===== config.mk =====
export PLATFORM = sky130hd
export DESIGN_NAME = hazard_stall_ctrl
export DESIGN_NICKNAME = d
export VERILOG_FILES = /design/src/rtl/hazard_stall_ctrl.sv
export SDC_FILE = /design/constraint.sdc
export NUM_CORES = 1
export LEC_CHECK = 0
export CAP_MARGIN = 40
export CORE_ASPECT_RATIO = 1.1
export CORE_MARGIN = 4
export CORE_UTILIZATION = 34
export DETAILED_ROUTE_END_ITERATION = 8
export GPL_ROUTABILITY_DRIVEN = 0
export PLACE_DENSITY = 0.95
export SETUP_SLACK_MARGIN = 0.05
export SLEW_MARGIN = 0
export SYNTH_ARGS = -nofsm -noshare
export SYNTH_HDL_FRONTEND = slang
export SYNTH_SLANG_ARGS = --single-unit

===== constraint.sdc =====
create_clock -name clk_i -period 3.25 [get_ports clk_i]
set_clock_uncertainty 0.15 [all_clocks]
set_input_delay 0.65 -clock clk_i [delete_from_list [all_inputs] [get_ports clk_i]]
set_output_delay 0.65 -clock clk_i [all_outputs]
set_load 0.05 [all_outputs]

===== src/rtl/hazard_stall_ctrl.sv =====
// ID-stage hazard control: load-use bubbles (LOAD_STALL_CYC each), full freeze on cache busy, gated branch flush.
// Outputs are combinational (0-cycle latency); optional perf counters under HAZARD_PERF_CNT_EN.
module hazard_stall_ctrl #(
    parameter int ADDR_W         = 5,
    parameter int LOAD_STALL_CYC = 1,
    parameter int CNT_W          = 32
) (
    input  logic              clk_i,
    input  logic              rst_i,
    input  logic              ID_EX_MemRead_i,
    input  logic [ADDR_W-1:0] ID_EX_RDaddr_i,
    input  logic [ADDR_W-1:0] IF_ID_RS1addr_i,
    input  logic [ADDR_W-1:0] IF_ID_RS2addr_i,
    input  logic              IF_ID_RS1use_i,
    input  logic              IF_ID_RS2use_i,
    input  logic              mem_stall_i,
    input  logic              branch_taken_i,
    output logic              PCWrite_o,
    output logic              IF_ID_Write_o,
    output logic              ID_EX_Write_o,
    output logic              EX_MEM_Write_o,
    output logic              ID_Flush_lwstall_o,
    output logic              IF_Flush_o,
    output logic [CNT_W-1:0]  stall_cnt_o,
    output logic [CNT_W-1:0]  memwait_cnt_o
);

    typedef enum logic [1:0] {
        IDLE    = 2'd0,
        LDSTALL = 2'd1,
        MEMWAIT = 2'd2
    } state_t;

    localparam logic [3:0] INIT_CNT = 4'(LOAD_STALL_CYC - 1);

    state_t     state;
    state_t     ret_state;
    state_t     eff_state;
    logic [3:0] cnt;
    logic       hit;
    logic       lw_stall;
    logic       freeze;

    assign hit = ID_EX_MemRead_i && (ID_EX_RDaddr_i != '0) &&
                 ((IF_ID_RS1use_i && (ID_EX_RDaddr_i == IF_ID_RS1addr_i)) ||
                  (IF_ID_RS2use_i && (ID_EX_RDaddr_i == IF_ID_RS2addr_i)));

    // The cycle mem_stall_i drops, behave as the saved state so no bubble is lost.
    assign eff_state = (state == MEMWAIT) ? ret_state : state;

    assign freeze   = rst_i && mem_stall_i;
    assign lw_stall = rst_i && !mem_stall_i && ((eff_state == LDSTALL) || hit);

    assign PCWrite_o          = !freeze && !lw_stall;
    assign IF_ID_Write_o      = !freeze && !lw_stall;
    assign ID_EX_Write_o      = !freeze;
    assign EX_MEM_Write_o     = !freeze;
    assign ID_Flush_lwstall_o = lw_stall;
    assign IF_Flush_o         = rst_i && branch_taken_i && !mem_stall_i && !lw_stall;

    always_ff @(posedge clk_i or negedge rst_i) begin
        if (!rst_i) begin
            state     <= IDLE;
            ret_state <= IDLE;
            cnt       <= 4'd0;
        end else if (mem_stall_i) begin
            state     <= MEMWAIT;
            ret_state <= eff_state;
        end else begin
            case (eff_state)
                IDLE: begin
                    if (hit && (LOAD_STALL_CYC > 1)) begin
                        state <= LDSTALL;
                        cnt   <= INIT_CNT;
                    end else begin
                        state <= IDLE;
                    end
                end
                LDSTALL: begin
                    cnt   <= cnt - 4'd1;
                    state <= (cnt == 4'd1) ? IDLE : LDSTALL;
                end
                default: state <= IDLE;
            endcase
        end
    end

`ifdef HAZARD_PERF_CNT_EN
    localparam logic [CNT_W-1:0] CNT_ONE = 1;

    logic [CNT_W-1:0] stall_cnt;
    logic [CNT_W-1:0] memwait_cnt;

    always_ff @(posedge clk_i or negedge rst_i) begin
        if (!rst_i) begin
            stall_cnt   <= '0;
            memwait_cnt <= '0;
        end else begin
            if (lw_stall)
                stall_cnt <= stall_cnt + CNT_ONE;
            if (freeze)
                memwait_cnt <= memwait_cnt + CNT_ONE;
        end
    end

    assign stall_cnt_o   = stall_cnt;
    assign memwait_cnt_o = memwait_cnt;
`else
    assign stall_cnt_o   = '0;
    assign memwait_cnt_o = '0;
`endif

endmodule


; ---- Yosys cells after proc, flatten, opt, wreduce, memory -nomap -nowiden
; Cells that the tools add are included.
[word_totals]
regBits = 8
[op_classes]
n_addsub = 1
eq_ne = 5
n_mux = 4
bitwise = 1
n_reduce_logical = 18
[ops]
columns = cell, n
row1 = $logic_and 1x1->1, 11
row2 = $eq 5x5->1, 2
row3 = $reduce_bool 5->1, 1
row4 = $eq 4x1->1 const B, 1
row5 = $mux 2, 2
row6 = $sub 4x1->4 const B, 1
row7 = $logic_not 1->1, 3
row8 = $eq 2x1->1 const B, 1
row9 = $eq 2x2->1 const B, 1
row10 = $logic_or 1x1->1, 2
row11 = $mux 1, 2
row12 = $reduce_and 2->1, 1
row13 = $not 1->1, 1

; ---- Logic depth before layout (Yosys ltp)
; Gate-level depths: netlist of run 1.
[depth]
ltp_word = 8
ltp_mapped = 5
mapped_depth_nobuf = 4

; ---- Worst setup path before layout of run 1
; OpenSTA, ideal clock, no wires.
[synth_timing]
kind = input to output
start = in ID_EX_RDaddr_i[1]
end = out PCWrite_o
arrival_time_ns = 2.577
slack_ns = -0.127
stages = 4
cell_sequence = or4_1 -> o21a_1 -> a31oi_1 -> buf_4
[synth_via]
elab_chain_len = 8
[synth_lines]
columns = element, line
row1 = start: declaration, 11  ; input logic [ADDR_W-1:0] ID_EX_RDaddr_i,
row2 = "$eq 5x5->1, on equally long branches", "45, 46"
row3 = "$logic_and 1x1->1, on equally long branches", "45, 46"
row4 = $logic_or 1x1->1, 45  ; ((IF_ID_RS1use_i && (ID_EX_RDaddr_i == IF_ID_RS1addr_i)) ||
row5 = $logic_and 1x1->1 *, 44  ; assign hit = ID_EX_MemRead_i && (ID_EX_RDaddr_i != '0) &&
row6 = $logic_or 1x1->1 *, 52  ; assign lw_stall = rst_i && !mem_stall_i && ((eff_state == LDSTALL) || hit);
row7 = $logic_and 1x1->1 *, 52
row8 = $logic_not 1->1 *, -
row9 = $logic_and 1x1->1 *, -
row10 = end: declaration, 18  ; output logic PCWrite_o,
; Mark *: on every way between the ends. The rest lies on a longest branch, timed or not.

; ---- Worst setup path after layout of run 1
[layout_timing]
start = in ID_EX_RDaddr_i[3]
end = out ID_Flush_lwstall_o
[layout_via]
elab_chain_len = 6
[layout_lines]
columns = element, line
row1 = "$eq 5x5->1, on equally long branches", "45, 46"
row2 = "$logic_and 1x1->1, on equally long branches", "45, 46"
row3 = $logic_or 1x1->1, 45
row4 = $logic_and 1x1->1 *, 44
row5 = $logic_or 1x1->1 *, 52
row6 = $logic_and 1x1->1 *, 52
row7 = end: declaration, 22  ; output logic ID_Flush_lwstall_o,
; Marks and branches as above.

==> metrics.cfg, run 1 <==
[status]
status = complete, no violations

[synth]
yosysWarnings = 0
synth-seq-cells = 8
synth_top_flop_cell = dfrtp_1
synth_cells = 123
synth_cell_type_count = 23
synth_edf_count = 0
ys_seq_area_frac = 0.195
yosysMostFrequentCell = buf_4
avgSynthCellArea_sq_um = 8.35
synth_top_area_frac = 0.482
ys_top_cells_by_count = 66 x buf_4, 13 x xnor2_1, 8 x dfrtp_1
syn_area_sq_mm = 0.00103
synth_area_leaders = buf_4 48%, dfrtp_1 19%, xnor2_1 11%
yosysTopAreaCell = buf_4
synthArstFlopShare = 1.00

[drt]
drt_iter0_markers = 7
ant_nets = 0
via_count = 698
post_drt_wl_per_cell_microns = 11.5
first_pass_iters = 4
finalWirelength_microns = 2130
drc = 0
routed_via_density = 3.75

[clock_tree]
root_buffer = clkbuf_4
clkLatencyLatePin_ps = 250
cts_tree = yes
postCtsHoldBufs = 0
clock_sinks = 8
htree_levels = 1
numCtsBuffers = 3
cts_max_path_buffers = 2
cts.clk_slew.worst_paths_ps = 50

[worst_setup_path]
crit_type = in -> out
cp-end-kind = output port
cp_max_fo = 3
cp.arrival_ps = 2320
critPathLaunchType = input pin
cp.required_ps = 2450

[min_path]
hold_path.class = reg -> reg

[grt]
track_usage = 0.0955
grt_pass1_vias = 582
antenna_found_initial = 0
grt_max_degree = 12
grt_pass1_wl_microns = 2690
overflow = 0

[floorplanning]
die_h_microns = 65.7
rows = 20
coreArea_sq_mm = 0.00283
dieArea_sq_mm = 0.00397
ios = 92
fp.dieW_microns = 60.4
start_util = 0.363

[cells_and_area]
seqCellArea_sq_um = 200
nets = 179
antenna_cells = 0
nFillCells = 297
syn2layout_area_growth_pct = 13.2
fin_area_sq_mm = 0.00116
multi_input_area_sq_um = 559
drive_above_1_share = 0.0915

[pwr]
powerDensity_mw_per_mm2 = 447
vdd.ir_drop.worst_uv = 214
p_leak_nw = 0.592

[placed_design]
port-buffer-count = 27
dpl.hpwl_microns = 1900
placed_cell_area_sq_mm = 0.00113
place_ws_ps = 13.4

[timing]
rsz0062_at_grt = no
drv_slew = 0
final.setup.tns_ps = 0
worst_slack_ps = 128
final_hold_viol_count = 0
fmax_ghz = 0.320
setup_violations = 0
period_minus_slack_ps = 3120
timing.final.crit_share = 0.961

[flow_run]
cap_viol_max_count = 0

## per-layer routing
layer,track usage,vias to the layer above,routed length [microns],share of wire
met1,0.0819,306,587,0.28
met4,0.0569,0,34,0.016
met2,0.182,62,1100,0.52
met5,0,-,0,0
met3,0.0314,4,406,0.19
li1,-,326,-,-
## final timing paths
| path | from | to | slack (ps) | cells past startpoint |
|---|---|---|---|---|
| max in group asynchronous | rst_i | cnt[1]$_DFFE_PN0P_ | 2220 | 2 |
| setup reg to reg | state[0]$_DFF_PN0_ | cnt[2]$_DFFE_PN0P_ | 1630 | 4 |
| min in group asynchronous | rst_i | cnt[2]$_DFFE_PN0P_ | 580 | 2 |
| hold reg to reg | cnt[3]$_DFFE_PN0P_ | cnt[3]$_DFFE_PN0P_ | 330 | 1 |
| setup / recovery | ID_EX_RDaddr_i[3] | ID_Flush_lwstall_o | 130 | 6 |
| hold / removal | cnt[3]$_DFFE_PN0P_ | cnt[3]$_DFFE_PN0P_ | 330 | 1 |
## through the flow
| step | instances | hold WS, ps | utilization | power, mW |
|---|---|---|---|---|
| floorplan | 186 | 204 | - | 0.443 |
| global placement | 183 | 311 | 0.401 | 0.438 |
| detailed placement | 183 | 324 | 0.401 | 0.447 |
| CTS | 186 | 332 | 0.410 | 0.523 |
| global route | 186 | 347 | 0.411 | 0.552 |
| finish | 186 | 327 | 0.411 | 0.519 |
## layout by cell type, fill, tap and decap left out, drive strengths merged
cell           count
mux2i              1
a21oi              4
a21boi             1
buf               10
o21a               2
and2               1
nand4              3
ha                 2
nand4bb            1
nor2               1
dlygate4sd2        1
nor3               1
clkbuf             3
o22ai              1
inv                3
dfrtp              8
nor2b              1
nand2b             1
a22o               2
conb              64
nand2              7
or4                1
clkdlybuf4s50     19
dlymetal6s2s       1
a31oi              1
xnor2             13
## repair_timing
| action | in CTS | in global routing |
|---|---|---|
| buffers inserted | 0 | 0 |
| endpoints found under the hold margin | 0 | 0 |
| resized for setup | 3 | 1 |
| pin swaps | 2 | 2 |
| setup endpoints to repair | 1 | 3 |
## power by group
part / internal (mW) / switching [mW] / leakage, nW
Combinational: 0.0736 / 0.226 / 0.475
Sequential: 0.126 / 0.0196 / 0.103
Clock: 0.0422 / 0.0327 / 0.0138
Total: 0.241 / 0.278 / 0.592
## kinds of logic (layout without fill, tap and decap cells)
kind of cell,count (synthesis),count (layout),synth area share
xor gates and xnor gates,13,13,0.111
other,1,64,0.00365
AOI/OAI and AO/OA,11,11,0.0707
and+or+nand+nor,17,17,0.0889
buffers and inverters,70,37,0.497
adders and majority gates,2,2,0.0244
muxes,1,1,0.00974
DFF,8,8,0.195
## worst max-delay path, cell delays in order
cell             delay (ps)
clkdlybuf4s50_1         430
or4_1                   480
o21a_1                  220
and2_1                  170
a22o_1                  210
buf_6                   160
## registers in the layout (all words and copies together) (netlist names)
| name | count |
|---|---|
| cnt | 4 |
| ret_state | 2 |
| state | 2 |
## layout make-up
class / instances / area share
clock buffers: 3 / 0.0194
inverters: 3 / 0.00969
multi-input cells: 108 / 0.481
flip-flops and latches: 8 / 0.172
well taps: 33 / 0.0355
repair buffers: 31 / 0.282
No activity file was read; power rests on OpenSTA's default activity.
==> inputs of run 2 (changes only) <==
- GPL_TIMING_DRIVEN: default -> 1
==> results of run 2 <==
Final layout, timing and power as in run 1 (identical DEF).
==> inputs of run 3 (changes only) <==
- ABC_AREA: default -> 1
- CORE_UTILIZATION: 34 -> 35
- GPL_TIMING_DRIVEN: 1 -> default
==> metrics.cfg, run 3 <==
[status]
status = complete, no violations

[worst_setup_path]
cp.arrival_ps = 2200  ; -120 ps
crit_type = in -> out
cp.required_ps = 2450  ; about the same
cp-end-kind = output port
cp_max_fo = 5  ; +2
critPathLaunchType = input pin

[floorplanning]
ios = 92  ; unchanged
rows = 21  ; +5.0%
coreArea_sq_mm = 0.00305  ; +7.8%
dieArea_sq_mm = 0.00416  ; +4.8%
start_util = 0.366  ; +0.00290
die_h_microns = 67.2  ; +2.4%
fp.dieW_microns = 61.8  ; +2.4%

[timing]
final_hold_viol_count = 0  ; unchanged
fmax_ghz = 0.333  ; +4.0%
rsz0062_at_grt = no
timing.final.crit_share = 0.924  ; -0.0366
setup_violations = 0  ; unchanged
worst_slack_ps = 247  ; +119 ps
period_minus_slack_ps = 3000  ; -119 ps
drv_slew = 0  ; unchanged
final.setup.tns_ps = 0  ; unchanged

[clock_tree]
cts_max_path_buffers = 2  ; unchanged
postCtsResizedCells = 0  ; -3
cts_tree = yes
numCtsBuffers = 3  ; unchanged
root_buffer = clkbuf_4
post-cts-setup-buffer-count = 0  ; unchanged
clkLatencyLatePin_ps = 250  ; about the same
clock_sinks = 8  ; unchanged
cts.clk_slew.worst_paths_ps = 50  ; about the same
htree_levels = 1  ; unchanged
postCtsHoldBufs = 0  ; unchanged

[drt]
ant_nets = 0  ; unchanged
drt_iter0_markers = 12  ; +5
routed_via_density = 3.61  ; -3.9%
finalWirelength_microns = 1970  ; -7.6%
via_count = 815  ; +17%
first_pass_iters = 3  ; -1
drc = 0  ; unchanged
post_drt_wl_per_cell_microns = 8.71  ; -24%

[synth]
synth_edf_count = 0  ; unchanged
synth_area_leaders = buf_4 44%, dfrtp_1 18%, nand2_1 12%
ys_seq_area_frac = 0.179  ; -0.0155
synth-xor-area-share = 0.0235  ; -0.0873
yosysTopAreaCell = buf_4
avgSynthCellArea_sq_um = 6.81  ; -19%
synth.mux.area_fraction = 0.00897  ; -0.000776
synth_cell_type_count = 19  ; -17%
yosysMostFrequentCell = buf_4
syn_area_sq_mm = 0.00112  ; +8.6%
synth_top_family_by_area = buffers and inverters
yosysWarnings = 0  ; unchanged
synth-seq-cells = 8  ; unchanged
synth_cells = 164  ; +33%
synthArstFlopShare = 1.00  ; unchanged
synth_fa_ha_area_frac = 0.0224  ; -0.00194
synth_top_flop_cell = dfrtp_1
synth_compound_area_frac = 0.0448  ; -0.0258
ys_top_cells_by_count = 66 x buf_4, 36 x nand2_1, 22 x inv_1
synth-simple-area-share = 0.200  ; +0.111
synth_top_area_frac = 0.444  ; -0.0384

[cells_and_area]
nets = 218  ; +22%
top_register = cnt
multi_input_area_sq_um = 574  ; +2.7%
seqCellArea_sq_um = 200  ; unchanged
syn2layout_area_growth_pct = 10.6
nFillCells = 319  ; +7.4%
layout_common_cells = 64 x conb_1, 36 x nand2_1, 22 x inv_1
reg_top3 = cnt (4), ret_state (2), state (2)
antenna_cells = 0  ; unchanged
final_common_cell = conb_1
largest_register_ffs = 4  ; unchanged
drive_above_1_share = 0.0729  ; -0.0186

[pwr]
p_leak_nw = 0.750  ; +27%
power_frac_seq = 0.261  ; -0.019
intPower_mw = 0.241  ; about the same
pwr-share-comb = 0.599  ; +0.023
p_switching_mw = 0.302  ; +8.7%
powerDensity_mw_per_mm2 = 440  ; -1.5%
clockPowerShare = 0.140  ; -0.004
swShare = 0.556  ; +0.0207
vdd.ir_drop.worst_uv = 226  ; +5.4%

[grt]
track_usage = 0.0887  ; -0.00674
antenna_found_initial = 0  ; unchanged
overflow = 0  ; unchanged
grt_max_degree = 10  ; -2
grt_pass1_vias = 668  ; +15%
grt_pass1_wl_microns = 2680  ; -0.26%

[placed_design]
dpl.hpwl_microns = 1800  ; -5.4%
place_ws_ps = 240  ; +227 ps
port-buffer-count = 27  ; unchanged

[min_path]
hold_path.class = reg -> reg

[flow_run]
cap_viol_max_count = 0  ; unchanged

run 3: changes by cell type in the layout (fill, tap and decap cells not counted), moves of 3 or more:
cell / previous run / this run
nand3_1: 0 / 4
xor2_1: 0 / 3
nand2_1: 7 / 36
inv_1: 3 / 22
buf_4: 6 / 3
nor2_1: 1 / 10
xnor2_1: 13 / 0
nand4_1: 3 / 0
run 3: per-layer routing:
metal	global-route usage	vias to the layer above	wire [microns]
met3	0.0210	4	255
met4	0.0557	0	46
met1	0.0863	344	602
met5	0	-	0
met2	0.162	50	1060
li1	-	417	-
run 3: worst paths after layout:
kind / cells after the start / slack [ps] / startpoint / end
max: 9 / 250 / ID_EX_RDaddr_i[0] / IF_ID_Write_o
min in group asynchronous: 1 / 520 / rst_i / state[0]$_DFF_PN0_
min: 2 / 350 / ret_state[0]$_DFFE_PN0P_ / ret_state[0]$_DFFE_PN0P_
min reg2reg: 2 / 350 / ret_state[0]$_DFFE_PN0P_ / ret_state[0]$_DFFE_PN0P_
max in group asynchronous: 2 / 2030 / rst_i / cnt[2]$_DFFE_PN0P_
max reg2reg: 5 / 1910 / state[0]$_DFF_PN0_ / cnt[3]$_DFFE_PN0P_
run 3: kinds of logic after synthesis:
| group | after synthesis |
|---|---|
| compound gates | 8 |
| xor+xnor | 3 |
| fa+ha+maj | 2 |
| buf+inv | 88 |
| flops | 8 |
| mux | 1 |
| other cells | 1 |
| simple gates | 53 |
run 3: power groups by stage:
stage                     clock [mW]  sequential, mW  combinational (mW)
after floorplan                    0           0.139               0.319
after global placement             0           0.141               0.318
after detailed placement           0           0.144               0.326
after CTS                     0.0802           0.142               0.327
after global routing          0.0839           0.146               0.350
final                         0.0760           0.142               0.326
run 3: stage by stage:
| step | power [mW] | hold WS (ps) | util | instance area [sq um] | cells |
|---|---|---|---|---|---|
| CTS | 0.549 | 361 | 0.405 | 1230 | 226 |
| floorplan | 0.458 | 204 | - | 1350 | 227 |
| detailed placement | 0.469 | 348 | 0.398 | 1210 | 223 |
| global route | 0.579 | 385 | 0.405 | 1230 | 226 |
| finish | 0.544 | 351 | 0.405 | 1230 | 226 |
| global placement | 0.459 | 321 | 0.398 | 1210 | 223 |
run 3: critical path: stages:
cell and delay (ps):
clkdlybuf4s50_1 470, nor2_1 130, nand3_1 70, o21ai_1 120, inv_1 50, nand2_1 70
nand2_1 70, o21bai_1 380, buf_12 200
run 3: area by class of cell:
| cell class | count | area share |
|---|---|---|
| tap | 34 | 0.0344 |
| multi-input combinational | 131 | 0.465 |
| sequential | 8 | 0.162 |
| clock buffer | 3 | 0.0182 |
| timing repair buffer | 28 | 0.253 |
| inverter | 22 | 0.0669 |
